### config.mk
export PLATFORM = sky130hd
export DESIGN_NAME = lvds_dual_pattern_gen
export DESIGN_NICKNAME = d
export VERILOG_FILES = /design/src/rtl/lvds_dual_pattern_gen.sv
export SDC_FILE = /design/constraint.sdc
export NUM_CORES = 1
export LEC_CHECK = 0
export ABC_AREA = 1
export CORE_UTILIZATION = 35
export CTS_BUF_LIST = sky130_fd_sc_hd__clkbuf_8
export DETAILED_ROUTE_END_ITERATION = 12
export PLACE_DENSITY = 0.53
export REMOVE_ABC_BUFFERS = 1
export SETUP_SLACK_MARGIN = 0.05
export SLEW_MARGIN = 0
export SYNTH_ARGS = -nofsm -noshare
export SYNTH_HDL_FRONTEND = slang
export SYNTH_SLANG_ARGS = --single-unit
export TNS_END_PERCENT = 30
### constraint.sdc
create_clock -name I_clk_1x -period 5.45 [get_ports I_clk_1x]
set_input_delay 1.09 -clock I_clk_1x [delete_from_list [all_inputs] [get_ports I_clk_1x]]
set_output_delay 1.09 -clock I_clk_1x [all_outputs]
set_load 0.03 [all_outputs]
### src/rtl/lvds_dual_pattern_gen.sv
// lvds_dual_pattern_gen: dual-channel (odd/even pixel) video timing and
// test-pattern source for the LVDS transmit path. One pixel pair per clock,
// all outputs registered with one clock of latency from the counter state.
// Optional feature: define LVDS_PG_GRID_EN to compile in the grid pattern;
// without it, pattern select 2 falls back to colour bars.
module lvds_dual_pattern_gen #(
    parameter int H_ACTIVE = 960,
    parameter int H_FP     = 44,
    parameter int H_SYNC   = 22,
    parameter int H_BP     = 74,
    parameter int V_ACTIVE = 1080,
    parameter int V_FP     = 4,
    parameter int V_SYNC   = 5,
    parameter int V_BP     = 36,
    parameter bit SYNC_POL = 1'b1
) (
    input  logic        I_clk_1x,
    input  logic        I_rst,
    input  logic        I_en,
    input  logic [1:0]  I_pattern,
    input  logic [23:0] I_solid_rgb,
    output logic [7:0]  O_R_data_o,
    output logic [7:0]  O_G_data_o,
    output logic [7:0]  O_B_data_o,
    output logic [7:0]  O_R_data_e,
    output logic [7:0]  O_G_data_e,
    output logic [7:0]  O_B_data_e,
    output logic        O_DE,
    output logic        O_HS,
    output logic        O_VS,
    output logic        O_frame_start
);

    localparam int H_TOT = H_ACTIVE + H_FP + H_SYNC + H_BP;
    localparam int V_TOT = V_ACTIVE + V_FP + V_SYNC + V_BP;
    localparam int HW    = $clog2(H_TOT);
    localparam int VW    = $clog2(V_TOT);
    localparam int BAR_W = H_ACTIVE / 8;
    localparam int BW    = (BAR_W > 1) ? $clog2(BAR_W) : 1;

    localparam logic [HW-1:0] H_ACT_L  = HW'(H_ACTIVE);
    localparam logic [HW-1:0] H_SS_L   = HW'(H_ACTIVE + H_FP);
    localparam logic [HW-1:0] H_SE_L   = HW'(H_ACTIVE + H_FP + H_SYNC);
    localparam logic [HW-1:0] H_LAST_L = HW'(H_TOT - 1);
    localparam logic [VW-1:0] V_ACT_L  = VW'(V_ACTIVE);
    localparam logic [VW-1:0] V_SS_L   = VW'(V_ACTIVE + V_FP);
    localparam logic [VW-1:0] V_SE_L   = VW'(V_ACTIVE + V_FP + V_SYNC);
    localparam logic [VW-1:0] V_LAST_L = VW'(V_TOT - 1);
    localparam logic [BW-1:0] BAR_LAST = BW'(BAR_W - 1);

    logic [HW-1:0] h_cnt_q, h_cnt_d;
    logic [VW-1:0] v_cnt_q, v_cnt_d;
    logic [BW-1:0] bar_pix_q, bar_pix_d;
    logic [2:0]    bar_idx_q, bar_idx_d;
    logic [1:0]    pat_q, pat_d;
    logic [23:0]   solid_q, solid_d;
    logic [23:0]   rgb_o_q, rgb_o_d;
    logic [23:0]   rgb_e_q, rgb_e_d;
    logic          de_q, de_d;
    logic          hs_q, hs_d;
    logic          vs_q, vs_d;
    logic          fs_q, fs_d;

    logic          first_pair, h_act, v_act;
    logic [HW:0]   x_full;
    logic [7:0]    x_o, x_e;
    logic [23:0]   pix_o, pix_e;

    function automatic logic [23:0] bar_rgb(input logic [2:0] idx);
        case (idx)
            3'd0:    bar_rgb = 24'hFFFFFF;
            3'd1:    bar_rgb = 24'hFFFF00;
            3'd2:    bar_rgb = 24'h00FFFF;
            3'd3:    bar_rgb = 24'h00FF00;
            3'd4:    bar_rgb = 24'hFF00FF;
            3'd5:    bar_rgb = 24'hFF0000;
            3'd6:    bar_rgb = 24'h0000FF;
            default: bar_rgb = 24'h000000;
        endcase
    endfunction

    // Raster counters, bar tracker and pattern latch next-state.
    always_comb begin
        h_cnt_d    = h_cnt_q;
        v_cnt_d    = v_cnt_q;
        bar_pix_d  = bar_pix_q;
        bar_idx_d  = bar_idx_q;
        pat_d      = pat_q;
        solid_d    = solid_q;
        first_pair = (h_cnt_q == '0) && (v_cnt_q == '0);
        h_act      = (h_cnt_q < H_ACT_L);
        v_act      = (v_cnt_q < V_ACT_L);

        if (!I_en) begin
            h_cnt_d = '0;
            v_cnt_d = '0;
        end else if (h_cnt_q == H_LAST_L) begin
            h_cnt_d = '0;
            v_cnt_d = (v_cnt_q == V_LAST_L) ? '0 : v_cnt_q + 1'b1;
        end else begin
            h_cnt_d = h_cnt_q + 1'b1;
        end

        // Bar position follows h_cnt by counting pairs instead of dividing.
        if (!I_en || h_cnt_q == H_LAST_L) begin
            bar_pix_d = '0;
            bar_idx_d = '0;
        end else if (h_act) begin
            if (bar_pix_q == BAR_LAST) begin
                bar_pix_d = '0;
                bar_idx_d = bar_idx_q + 3'd1;
            end else begin
                bar_pix_d = bar_pix_q + 1'b1;
            end
        end

        // The pair at (0,0) already uses the freshly sampled selection.
        if (I_en && first_pair) begin
            pat_d   = I_pattern;
            solid_d = I_solid_rgb;
        end
    end

    // Pixel generation and output next-state.
    always_comb begin
        x_full = {h_cnt_q, 1'b0};
        x_o    = 8'(x_full);
        x_e    = x_o | 8'd1;
        pix_o  = bar_rgb(bar_idx_q);
        pix_e  = bar_rgb(bar_idx_q);
        case (pat_d)
            2'd1: begin
                pix_o = {x_o, x_o, x_o};
                pix_e = {x_e, x_e, x_e};
            end
`ifdef LVDS_PG_GRID_EN
            2'd2: begin
                pix_e = (5'(v_cnt_q) == 5'd0) ? 24'hFFFFFF : 24'h000000;
                pix_o = ((x_o[4:0] == 5'd0) || (5'(v_cnt_q) == 5'd0)) ? 24'hFFFFFF : 24'h000000;
            end
`endif
            2'd3: begin
                pix_o = solid_d;
                pix_e = solid_d;
            end
            default: ;
        endcase

        de_d    = I_en && h_act && v_act;
        rgb_o_d = de_d ? pix_o : 24'h0;
        rgb_e_d = de_d ? pix_e : 24'h0;
        hs_d    = (I_en && h_cnt_q >= H_SS_L && h_cnt_q < H_SE_L) ? SYNC_POL : ~SYNC_POL;
        vs_d    = (I_en && v_cnt_q >= V_SS_L && v_cnt_q < V_SE_L) ? SYNC_POL : ~SYNC_POL;
        fs_d    = I_en && first_pair;
    end

    // State and output registers.
    always_ff @(posedge I_clk_1x or posedge I_rst) begin
        if (I_rst) begin
            h_cnt_q   <= '0;
            v_cnt_q   <= '0;
            bar_pix_q <= '0;
            bar_idx_q <= '0;
            pat_q     <= '0;
            solid_q   <= '0;
            rgb_o_q   <= '0;
            rgb_e_q   <= '0;
            de_q      <= 1'b0;
            hs_q      <= ~SYNC_POL;
            vs_q      <= ~SYNC_POL;
            fs_q      <= 1'b0;
        end else begin
            h_cnt_q   <= h_cnt_d;
            v_cnt_q   <= v_cnt_d;
            bar_pix_q <= bar_pix_d;
            bar_idx_q <= bar_idx_d;
            pat_q     <= pat_d;
            solid_q   <= solid_d;
            rgb_o_q   <= rgb_o_d;
            rgb_e_q   <= rgb_e_d;
            de_q      <= de_d;
            hs_q      <= hs_d;
            vs_q      <= vs_d;
            fs_q      <= fs_d;
        end
    end

    assign O_R_data_o    = rgb_o_q[23:16];
    assign O_G_data_o    = rgb_o_q[15:8];
    assign O_B_data_o    = rgb_o_q[7:0];
    assign O_R_data_e    = rgb_e_q[23:16];
    assign O_G_data_e    = rgb_e_q[15:8];
    assign O_B_data_e    = rgb_e_q[7:0];
    assign O_DE          = de_q;
    assign O_HS          = hs_q;
    assign O_VS          = vs_q;
    assign O_frame_start = fs_q;

endmodule

After elaboration in Yosys (flattened, before gate mapping)
Cells that the tools add are included.
Widths: inputs -> output; s select.
Operators by class
  $add $sub $neg: 4
  $lt $le $gt $ge: 6
  equality and inequality tests: 12
  multiplexer cells: 20
  reductions and logical operators: 16
Operators by type and width (number)
  $pmux 24 s7: 1
  $pmux 24 s2: 2
  $mux 24: 3
  $mux 11: 5
  $lt 11x11->1 const B: 3
  $add 11x1->11 const B: 2
  $eq 11x11->1 const B: 2
  $logic_not 11->1: 2
  $mux 7: 3
  $ge 11x10->1 const B: 1
  $ge 11x11->1 const B: 1
  $lt 11x10->1 const B: 1
  $eq 3x3->1 const B: 3
  $mux 3: 3
  $logic_and 1x1->1: 8
  $add 7x1->7 const B: 1
  $eq 7x7->1 const B: 1
  $eq 3x2->1 const B: 2
  $reduce_bool 2->1: 2
  $add 3x1->3 const B: 1
  $eq 3x1->1 const B: 1
  $logic_not 3->1: 1
  $eq 2x1->1 const B: 1
  $eq 2x2->1 const B: 1
  6 further kinds: 7
Storage, ports and cells
  register bits: 110
  output and inout port bits: 52
  word-level logic and storage cells: 70

Longest topological paths before layout
Gate-level depths: netlist of the first run.
  depth after elaboration: 7
  gate-level depth with buffers: 13
  mapped depth without buffers: 13

Least setup slack after synthesis of the first run
Ideal clock, no wire load.
  kind: input -> register
  start point: input I_en
  end point: register rgb_e_q[10]
  library setup time: 127 ps
  arrival time: 2066 ps
  slack: 3257 ps
  stages: 10
  buffers on the path: 1
  cell sequence: buf_4 nand2_1 inv_1 nand2_1 nor2_4 nand4_1 nand3_1 nand2_1 nor2_1 nor2_1
On the way
  word-level cells in the longest chain between the ends: 5
  elaborated cells on any way between the ends: 9
RTL lines
  from (decl): RTL line 19  | input logic I_en,
  $logic_and 1x1->1: RTL line 118  | if (I_en && first_pair) begin
  $mux 2: RTL line 118
  $eq 2x2->1 or $eq 2x1->1 (tied branches): RTL line 131  | case (pat_d)
  $pmux 24 s2: RTL line 131
  $mux 24 *: RTL line 151  | rgb_e_d = de_d ? pix_e : 24'h0;
  named net rgb_e_d[10]: RTL line 58  | logic [23:0] rgb_e_q, rgb_e_d;
  to (signal assigned): RTL line 180  | rgb_e_q <= rgb_e_d;
  to (decl): RTL line 58
The timed path passes the listed nets; every way through them passes the cells marked *.
A chain may end at the register's enable or synchronous reset.

Worst setup path in the final report of the first run
  start point: input I_en
  end point: register rgb_e_q[8]
On the way
  word-level cells in the longest chain between the ends: 5
  elaborated cells on any way between the ends: 9
RTL lines
  $logic_and 1x1->1 *: RTL line 118
  $mux 2 *: RTL line 118
  named net pat_d[1]: RTL line 55  | logic [1:0] pat_q, pat_d;
  $eq 2x2->1 or $eq 2x1->1 (tied branches): RTL line 131
  $pmux 24 s2 *: RTL line 131
  $mux 24 *: RTL line 151
  named net rgb_e_d[8]: RTL line 58
Marks and branches as above.

==> flow_summary.json, run 1 <==
{
  "status": "finished, final reports clean",
  "antenna_left": 0,
  "clkSinkCount": 89,
  "post-route-min-period_ps": 3205,
  "multi_input_area_um2": 1896,
  "floorplan.io_pins": 81,
  "ys_types": 32,
  "cpMostUsedCell": "nand2_1",
  "synth.avg_cell_area_um2": 7.744,
  "wl_per_cell_um": 13.50,
  "hold_viol_final": 0,
  "cts_buffers": 9,
  "via_count": 3973,
  "antenna_found_initial": 0,
  "routed_wl_um": 11560,
  "end_kind": "register",
  "path_class": "primary input to register",
  "routed_via_density": 4.641,
  "relSlewSlack": 0.3406,
  "cts_tree": "done",
  "syn_inst": 619,
  "rows": 42,
  "cts_setup_buffers": 0,
  "r2r_cells": 8,
  "worstPathMaxFanout": 22,
  "register_area_um2": 2227,
  "io_buffers": 80,
  "clock_latency_ps": 380,
  "ctsResizeCount": 0,
  "synthToLayoutAreaGrowth_pct": 20.15,
  "initial_utilization": 0.3605,
  "dp_hpwl_um": 8143,
  "holdWs_ps": 516.6,
  "cp.depth": 12,
  "grt_overflow": 0,
  "grtUsageTotal": 0.1732,
  "drt-initial-drc-count": 220,
  "yosysSeqAreaShare": 0.4646,
  "fin_skew_ps": 9.350,
  "synth_edf_count": 0,
  "holdBufCountCts": 0,
  "core-area_um2": 13300,
  "synthFlopType": "dfrtp_1",
  "cp_data_required_time_ps": 5710,
  "n_fill_cell": 1369,
  "path_cells": "clkdlybuf4s50_1 -> nand2_1 -> inv_1 -> nand2_1 -> nor2_8 -> nand3_4 -> nand2_1 -> nand2_2 -> inv_2 -> nand2_1 -> nor2_1 -> nor2_1",
  "arrival_ps": 3460,
  "path_clk_slew_ps": 90,
  "setup_viol": 0,
  "drtPass1Iterations": 4,
  "slowest_stage": "clkdlybuf4s50_1",
  "num_antenna_cells": 0,
  "crit_buf_inv": 3,
  "path_delay_family": "simple AND/OR/NAND/NOR gates",
  "drv_cap": 0,
  "grt_max_degree": 57,
  "power.density_nw_per_um2": 369.6,
  "cts-root-buf": "clkbuf_8",
  "maxSlewViolCount": 0,
  "die_w_um": 119.0,
  "floorplan.die_area_um2": 14170,
  "p_leak_nw": 2.856,
  "rsz0062_at_grt": "false",
  "drc_errors": 0,
  "nNetsFinal": 714,
  "place.gp.congestion": 0.8442,
  "fmax_mhz": 312.0,
  "synthArstFlopShare": 1.000,
  "h-tree-depth": 3,
  "vdd_drop_max_uv": 102.4,
  "grt_pass1_vias": 3788,
  "layout-drive-gt1-share": 0.06471,
  "die_h_um": 119.0,
  "period_share": 0.5880,
  "grt_pass1_wl_um": 19260,
  "worst_pin_slew_ps": 989.0,
  "layout_common_cells": "125 x nand2_1, 108 x inv_1, 105 x nor2_1, 89 x dfrtp_1, 80 x clkdlybuf4s50_1",
  "ys_ff_latch": 89,
  "final.setup.tns_ps": 0,
  "netlist_area_um2": 4793,
  "ctsLongestPathBuffers": 2,
  "yosysWarnings": 0,
  "hp-class": "register to register",
  "min_delay_path_depth": 2,
  "final_common_cell": "nand2_1",
  "cp_slowest_stage_delay_ps": 730,
  "cp-start-kind": "primary input"
}
Yosys cell counts (3+ instances only):
cell type  count  share of area
a21oi_1       15          0.016
buf_2         11          0.011
buf_4         23          0.036
dfrtp_1       89           0.46
ha_1          10          0.026
inv_1        109          0.085
inv_2          3         0.0023
nand2_1      125          0.098
nand2_2        6         0.0078
nand3_1       28          0.029
nand4_1       32          0.042
nor2_1       105          0.082
nor2_2         3         0.0039
nor2_4         5          0.012
nor3_1         8         0.0084
o21ai_0       21          0.022
xor2_1         6          0.011
per-layer routing:
layer	up-vias	wire (um)	global-route usage	part of all wire
met1	1846	5583	0.2394	0.48
met2	111	5254	0.2733	0.45
met4	0	173	0.06171	0.015
li1	2004	-	-	-
met3	12	545	0.02778	0.047
met5	-	0	0	0
sequential cells by signal, summed over array words and instances, names as in the netlist, 2 cells and up:
register / flops
h_cnt_q: 11
bar_idx_q: 3
rgb_o_q: 3
bar_pix_q: 7
v_cnt_q: 11
solid_q: 24
pat_q: 2
rgb_e_q: 24
worst min-delay path: stages (launching register included):
cell and delay [ps]:
dfrtp_1 330, nand2_1 50, nand2_1 100
final cells by class:
class | instances | area share
inverter | 112 | 0.07321
tap | 176 | 0.03824
clock inverter | 6 | 0.008473
multi-input combinational | 382 | 0.3291
timing repair buffer | 81 | 0.1403
clock buffer | 10 | 0.02390
sequential | 89 | 0.3867
where the power goes:
group | switching, mW | internal, mW | total, mW
Clock | 0.268 | 0.182 | 0.450
Combinational | 0.533 | 0.295 | 0.828
Sequential | 0.0548 | 0.795 | 0.850
kinds of logic after synthesis:
| family | share of synthesized area |
|---|---|
| adder cells (fa/ha/maj) | 0.02610 |
| flip-flops | 0.4646 |
| XOR/XNOR | 0.01096 |
| AO/OA/AOI/OAI | 0.04542 |
| AND/OR/NAND/NOR | 0.3130 |
| buffers and inverters | 0.1399 |
final timing paths:
kind | from | end | slack, ps
setup / recovery | I_en | rgb_e_q[8] | 2250
hold / removal | solid_q[8] | solid_q[8] | 520
setup reg to reg | h_cnt_q[1] | bar_pix_q[3] | 2930
hold reg to reg | solid_q[8] | solid_q[8] | 520
max in group asynchronous | I_rst | solid_q[2] | 3240
min in group asynchronous | I_rst | rgb_e_q[17] | 1220
metrics by stage:
stage / cell area [um^2] / setup slack [ps] / util / total power, mW / instances
2_1_floorplan: 4543 / 2053 / - / 1.381 / 583
5_1_grt: 5759 / 2009 / 0.4332 / 2.268 / 856
3_5_place_dp: 5573 / 1843 / 0.4192 / 1.697 / 840
3_3_place_gp: 5573 / 1886 / 0.4192 / 1.687 / 840
4_1_cts: 5759 / 2266 / 0.4332 / 2.149 / 856
6_report: 5759 / 2245 / 0.4332 / 2.128 / 856
Note: power is estimated with default switching activity, not from simulation.
==> inputs of run 2 (changes only) <==
PLACE_DENSITY = 0.55   (was 0.53)
clock period = 2.58 ns   (was 5.45 ns; I/O delays follow)
==> flow_summary.json, run 2 (synthesis gave the netlist of run 1 again) <==
{
  "status": "finished, final reports clean",
  "setup_ws_ps": 360.2,
  "place.gp.congestion": 0.8797,
  "relSlewSlack": 0.6449,
  "hp-class": "primary input to async pin",
  "drc_errors": 0,
  "fmax_mhz": 450.5,
  "p_leak_nw": 2.926,
  "grt_pass1_wl_um": 19400,
  "vdd_drop_max_uv": 257.0,
  "core-area_um2": 13300,
  "setup_viol": 0,
  "cp-start-kind": "register",
  "r2r-start": "v_cnt_q[0]",
  "grtUsageTotal": 0.1733,
  "final_area_um2": 5863,
  "power.density_nw_per_um2": 780.3,
  "initial_utilization": 0.3605,
  "critical_path.reg2reg.endpoint": "rgb_e_q[7]",
  "hold_viol_final": 0,
  "n_fill_cell": 1342,
  "arrival_ps": 2470,
  "wl_per_cell_um": 13.22,
  "holdBufCountCts": 0,
  "multi_input_area_um2": 1896,
  "path_clk_slew_ps": 90,
  "seqPwrFrac": 0.395,
  "reg2reg_slack_ps": 360,
  "post-route-min-period_ps": 2220,
  "r2r_cells": 10,
  "antenna_found_initial": 0,
  "period_share": 0.8604,
  "floorplan.io_pins": 81,
  "register_area_um2": 2227,
  "clock_power_share": 0.215,
  "nNetsFinal": 725,
  "p_sw_mw": 1.795,
  "via_count": 4002,
  "floorplan.die_area_um2": 14170,
  "fin_skew_ps": 15.01,
  "grt_max_degree": 46,
  "ctsLongestPathBuffers": 2,
  "worst_pin_slew_ps": 532.0,
  "cts_buffers": 9,
  "antenna_left": 0,
  "switching_share": 0.3924,
  "rsz0062_at_grt": "false",
  "drt-initial-drc-count": 209,
  "drv_cap": 0,
  "dpl_worst_slack_ps": 36.86,
  "io_buffers": 80,
  "h-tree-depth": 3,
  "cts_tree": "done",
  "layout_common_cells": "125 x nand2_1, 109 x inv_1, 105 x nor2_1, 89 x dfrtp_1, 80 x clkdlybuf4s50_1",
  "path_class": "register to register",
  "dp_hpwl_um": 8611,
  "clkSinkCount": 89,
  "die_h_um": 119.0,
  "routed_wl_um": 11460,
  "grt_overflow": 0,
  "synthToLayoutAreaGrowth_pct": 22.32,
  "clock_latency_ps": 370,
  "cts-root-buf": "clkbuf_8",
  "die_w_um": 119.0,
  "p_int_mw": 2.780,
  "ctsResizeCount": 0,
  "final_common_cell": "nand2_1",
  "cts_setup_buffers": 0,
  "end_kind": "register",
  "maxSlewViolCount": 0,
  "rows": 42,
  "worstPathMaxFanout": 17,
  "drtPass1Iterations": 5,
  "place_area_um2": 5668,
  "layout-drive-gt1-share": 0.07815,
  "pwr-share-comb": 0.390,
  "num_antenna_cells": 0,
  "routed_via_density": 4.616,
  "cp_data_required_time_ps": 2830,
  "grt_pass1_vias": 3971,
  "top_regs": "rgb_e_q (24), solid_q (24)"
}
==> run 2: cell count changes in the layout (fill, tap and decap cells not counted) <==
cell        before  now
clkinvlp_4       3    2
bufinv_16        0    1
clkinv_2         1    2
buf_12           0    1
inv_6            2    1
clkbuf_8        10    9
buf_4            1   11
inv_1          108  109
==> run 2: cell type report <==
type,count,area share
Clock buffer,9,0.02113
Multi-Input combinational cell,382,0.3233
Sequential cell,89,0.3799
Clock inverter,7,0.01216
Tap cell,176,0.03756
Timing Repair Buffer,92,0.1541
Inverter,112,0.07192
==> run 2: power by group through the flow <==
stage / registers, mW / logic, mW / clock network (mW)
2_1_floorplan: 2.19 / 0.725 / 0
5_1_grt: 1.84 / 1.96 / 1.06
4_1_cts: 1.82 / 1.80 / 1.01
3_5_place_dp: 1.84 / 1.79 / 0
3_3_place_gp: 1.83 / 1.78 / 0
6_report: 1.81 / 1.78 / 0.982
==> run 2: routing by layer <==
metal | GRT usage | vias up | wire (um)
met5 | 0 | - | 0
met4 | 0.06566 | 0 | 185
met3 | 0.02634 | 18 | 462
met2 | 0.2892 | 101 | 5498
met1 | 0.2257 | 1858 | 5315
li1 | - | 2025 | -
==> run 2: stage by stage <==
step           TNS [ps]    util  power (mW)  cells  hold slack, ps
4_1_cts               0  0.4410       4.629    867           491.1
3_3_place_gp          0  0.4263       3.614    851           494.0
2_1_floorplan    -21620       -       2.918    583           464.8
5_1_grt               0  0.4410       4.866    867           533.2
3_5_place_dp          0  0.4263       3.639    851           498.6
6_report              0  0.4410       4.575    867           489.2
==> run 2: worst max-delay path by stage <==
stage                           from    endpoint  slack [ps]  cells after the start
after floorplan                I_rst        O_DE        -240                      1
after global placement          I_en  rgb_e_q[1]         120                     12
after detailed placement        I_en  rgb_e_q[0]          40                     11
after CTS                 v_cnt_q[0]  rgb_e_q[7]         350                     10
after global routing      v_cnt_q[0]  rgb_e_q[9]         160                     11
final                     v_cnt_q[0]  rgb_e_q[7]         360                     10
==> run 2: critical path, stage by stage (launching register included) <==
cell     delay [ps]
dfrtp_1         430
inv_1           110
ha_1            230
nand3_2         140
nor2_8          280
nand3_4         110
buf_4           210
nand2_2         110
nand3_1          80
nand2_1         290
nor2_1          100
==> variant 1: new RTL, settings of run 2 <==
The parameter `V_BP` goes from 36 to 54.
--- a/src/rtl/lvds_dual_pattern_gen.sv
+++ b/src/rtl/lvds_dual_pattern_gen.sv
@@ -12,5 +12,5 @@
     parameter int V_FP     = 4,
     parameter int V_SYNC   = 5,
-    parameter int V_BP     = 36,
+    parameter int V_BP     = 54,
     parameter bit SYNC_POL = 1'b1
 ) (
Behaviour: same outputs for any inputs over 10 cycles, from zero or initial values and one cycle with I_rst high; that may be too few to reach the edited logic, so the function may still have changed.
==> variant 1 against run 2 <==
  * Synthesized area grew 1.9%
  * Design area is 1.7% higher
  * Wire length increased by 4.8%
  * Die area up 1.8%
  * Worst setup slack better by 0.061 ns
  * Non-clock buffer count is 1 lower
  * Sequential cell count is the same
  * Total power increased by 8.9%
  * Highest routed layer unchanged
==> variant 1: results <==
set metrics [dict create \
    critPathMaxFanout 12 \
    reg2reg_slack_ns 0.42 \
    cellLeakagePower_nw 2.94 \
    routed.top_layer "met4" \
    use_met1_pct 23.7 \
    area_share_nonclk_buffers_pct 15.2 \
    synth_common_cells "nand2_1 (117), nor2_1 (100), inv_1 (99)" \
    post-place-ws_ns 0.198 \
    clk_share_pct 3.82 \
    dr_wl_met3_um 498 \
    seq_area_frac_synth_pct 45.6 \
    wl_met2_um 5900 \
    dp.cells 846 \
    nNonClkBuffers 91 \
    whs_ns 0.477 \
    fill_cells 1347 \
    synth_compound_area_share_pct 3.97 \
    layout.nets 721 \
    place_area_um2 5740 \
    multi_input_comb_cells 385 \
    synthAdderAreaFrac_pct 2.82 \
    grt_pass1_vias 4097 \
    vias 4034 \
    irDropWorstVdd_uv 215 \
    gp_congestion 0.934 \
    dp_hpwl_um 9080 \
    drt_iter0_drc 197 \
    final_cells 862 \
    status "completed" \
    ys_top_cells_by_area "dfrtp_1 (46%), nand2_1 (9.0%), nor2_1 (7.7%), inv_1 (7.6%), nand4_1 (3.3%)" \
    clockBufferCount 10 \
    fin_skew_ns 0.00719 \
    grt_pass1_wl_um 20500 \
    drive_above_1_share_pct 9.91 \
    synth_xor_area_share_pct 1.61 \
    dr.pass1.iters 4 \
    ys_types 35 \
    grtUsageMet3_pct 3.33 \
    inverters_excl_clock 105 \
    multi_input_area_share_pct 33.3 \
    grt_max_degree 38 \
    wl_met1_um 5480 \
    cts_hold_buf 0 \
    async_flop_share_pct 100 \
    wl_per_cell_um 13.9 \
    avgSynthCellArea_um2 7.93 \
    max_slew_margin_pct 64.8 \
    ys_ff_latch 89 \
    r2r_end "rgb_e_q[15]" \
    met2_usage_pct 30.5 \
    cp_data_arrival_time_ns 2.45 \
    seq_area_share_pct 37.3 \
    track_usage_pct 18.2 \
]
## variant 1: worst max-delay path by stage
stage	from	endpoint	slack, ns
2_1_floorplan	I_rst	O_DE	-0.24
3_3_place_gp	I_en	rgb_o_q[0]	0.22
3_5_place_dp	I_en	rgb_e_q[23]	0.20
4_1_cts	v_cnt_q[0]	rgb_e_q[15]	0.40
5_1_grt	h_cnt_q[1]	rgb_e_q[10]	0.17
6_report	v_cnt_q[0]	rgb_e_q[15]	0.42
## variant 1: power by group
| group | internal [W] | total [W] | leakage (nW) | switching [W] |
|---|---|---|---|---|
| Sequential | 0.00171 | 0.00185 | 1.12 | 0.000147 |
| Clock | 0.000576 | 0.00110 | 0.113 | 0.000522 |
| Combinational | 0.000757 | 0.00203 | 1.71 | 0.00127 |
| Total | 0.00304 | 0.00498 | 2.94 | 0.00194 |
==> variant 2: new RTL, flow settings as in run 2 <==
Without the edit above. The output `O_DE` loses its register stage (`de_q` becomes a continuous assignment).
--- a/src/rtl/lvds_dual_pattern_gen.sv
+++ b/src/rtl/lvds_dual_pattern_gen.sv
@@ -166,5 +166,4 @@
             rgb_o_q   <= '0;
             rgb_e_q   <= '0;
-            de_q      <= 1'b0;
             hs_q      <= ~SYNC_POL;
             vs_q      <= ~SYNC_POL;
@@ -179,5 +178,4 @@
             rgb_o_q   <= rgb_o_d;
             rgb_e_q   <= rgb_e_d;
-            de_q      <= de_d;
             hs_q      <= hs_d;
             vs_q      <= vs_d;
@@ -185,4 +183,6 @@
         end
     end
+
+    assign de_q = de_d;
 
     assign O_R_data_o    = rgb_o_q[23:16];
Function: changed (a bounded check fails within 4 cycles, from zero or initial values and one cycle with I_rst high).
==> variant 2 against run 2 <==
  * Sequential share of layout area shrank 0.82 points
  * Worst setup slack got worse by 0.16 ns
  * Sequential cell count decreased by 1
  * First-iteration DRC count rose by 50%
  * Total power up 1.8%
  * Combinational power hardly changed
  * Non-clock buffer count up 2
  * Wire length down 1.4%
  * Die area down 0.51%
  * Synthesized area shrank 0.52%
  * Design area rose by 1.0%
  * Critical path type is now input pin to output port
==> variant 2: results <==
set metrics [dict create \
    status "completed" \
    n_antenna_cell 0 \
    gp_congestion 0.845 \
    cellLeakagePower_nw 2.95 \
    synth_common_cells "nand2_1 (125), inv_1 (109), nor2_1 (105)" \
    vias_per_cell 4.59 \
    yosysWarnings 0 \
    cts_setup_buffers 0 \
    cp_data_arrival_time_ns 1.86 \
    routed_wl_um 11300 \
    place_area_um2 5690 \
    fill_cells 1343 \
    fin_skew_ns 0.00747 \
    avgSynthCellArea_um2 7.72 \
    final_cells 868 \
    grt_max_degree 30 \
    grt_pass1_wl_um 19500 \
    dr.pass1.iters 4 \
    worst_pin_slew_ns 0.564 \
    drt_iter0_drc 313 \
    io_buffers 80 \
    cts_resized 0 \
    layout.nets 726 \
    seq_area_frac_synth_pct 46.2 \
    cts_buffers 9 \
    ys_top_cells_by_area "dfrtp_1 (46%), nand2_1 (9.8%), inv_1 (8.6%), nor2_1 (8.3%), nand4_1 (4.2%)" \
    h-tree-depth 3 \
    drive_above_1_share_pct 8.53 \
    track_usage_pct 17.4 \
    dp.cells 852 \
    ys_types 32 \
    clkLatencyLatePin_ns 0.38 \
    irDropWorstVdd_uv 275 \
    dp_hpwl_um 8460 \
    critPathMaxFanout 9 \
]
-- variant 2: path summary, 6_finish.rpt --
kind	start	end	slack, ns	cells past startpoint
worst max register to register	v_cnt_q[0]	rgb_e_q[17]	0.46	9
max in group asynchronous	I_rst	rgb_e_q[19]	1.52	3
worst min register to register	solid_q[16]	solid_q[16]	0.52	2
worst min-delay path	I_rst	h_cnt_q[0]	0.50	2
min in group I_clk_1x	solid_q[16]	solid_q[16]	0.52	2
worst max-delay path	I_en	O_DE	0.20	6
-- variant 2: logic make-up after synthesis --
kind of cell    after synthesis  share of synthesized area [%]
simple gates                325                           31.5
buf+inv                     148                           14.1
compound gates               41                           4.57
xor+xnor                      6                           1.10
fa+ha+maj                    10                           2.62
flops                        88                           46.2
-- variant 2: routing by layer --
| layer | up-vias | global-route usage (%) | share of wire, % |
|---|---|---|---|
| li1 | 2031 | - | - |
| met1 | 1823 | 23.8 | 48 |
| met2 | 113 | 27.2 | 45 |
| met3 | 16 | 2.85 | 4.6 |
| met4 | 0 | 7.36 | 2.0 |
| met5 | - | 0 | 0 |
-- variant 2: through the flow --
| stage | utilization [%] | setup slack [ns] |
|---|---|---|
| after floorplan | - | -0.215 |
| after global placement | 43.0 | 0.115 |
| after detailed placement | 43.0 | 0.0707 |
| after CTS | 44.7 | 0.0684 |
| after global routing | 44.7 | 0.0970 |
| final | 44.7 | 0.202 |
-- variant 2: layout make-up --
type,instances,area share (%)
Clock buffer,9,2.09
Clock inverter,7,1.73
Inverter,112,7.12
Multi-Input combinational cell,382,32.1
Sequential cell,88,37.2
Tap cell,176,3.72
Timing Repair Buffer,94,16.1
-- variant 2: critical path, cell delays in order --
cell and delay, ns:
clkdlybuf4s50_1 0.53, buf_4 0.19, inv_1 0.09, nor3_2 0.23, buf_4 0.18, buf_12 0.12
-- variant 2: where the power goes --
part	internal, W	leakage [nW]	switching [W]
Combinational	0.000669	1.75	0.00111
Clock	0.000557	0.111	0.000540
Sequential	0.00166	1.10	0.000120
Total	0.00289	2.95	0.00177
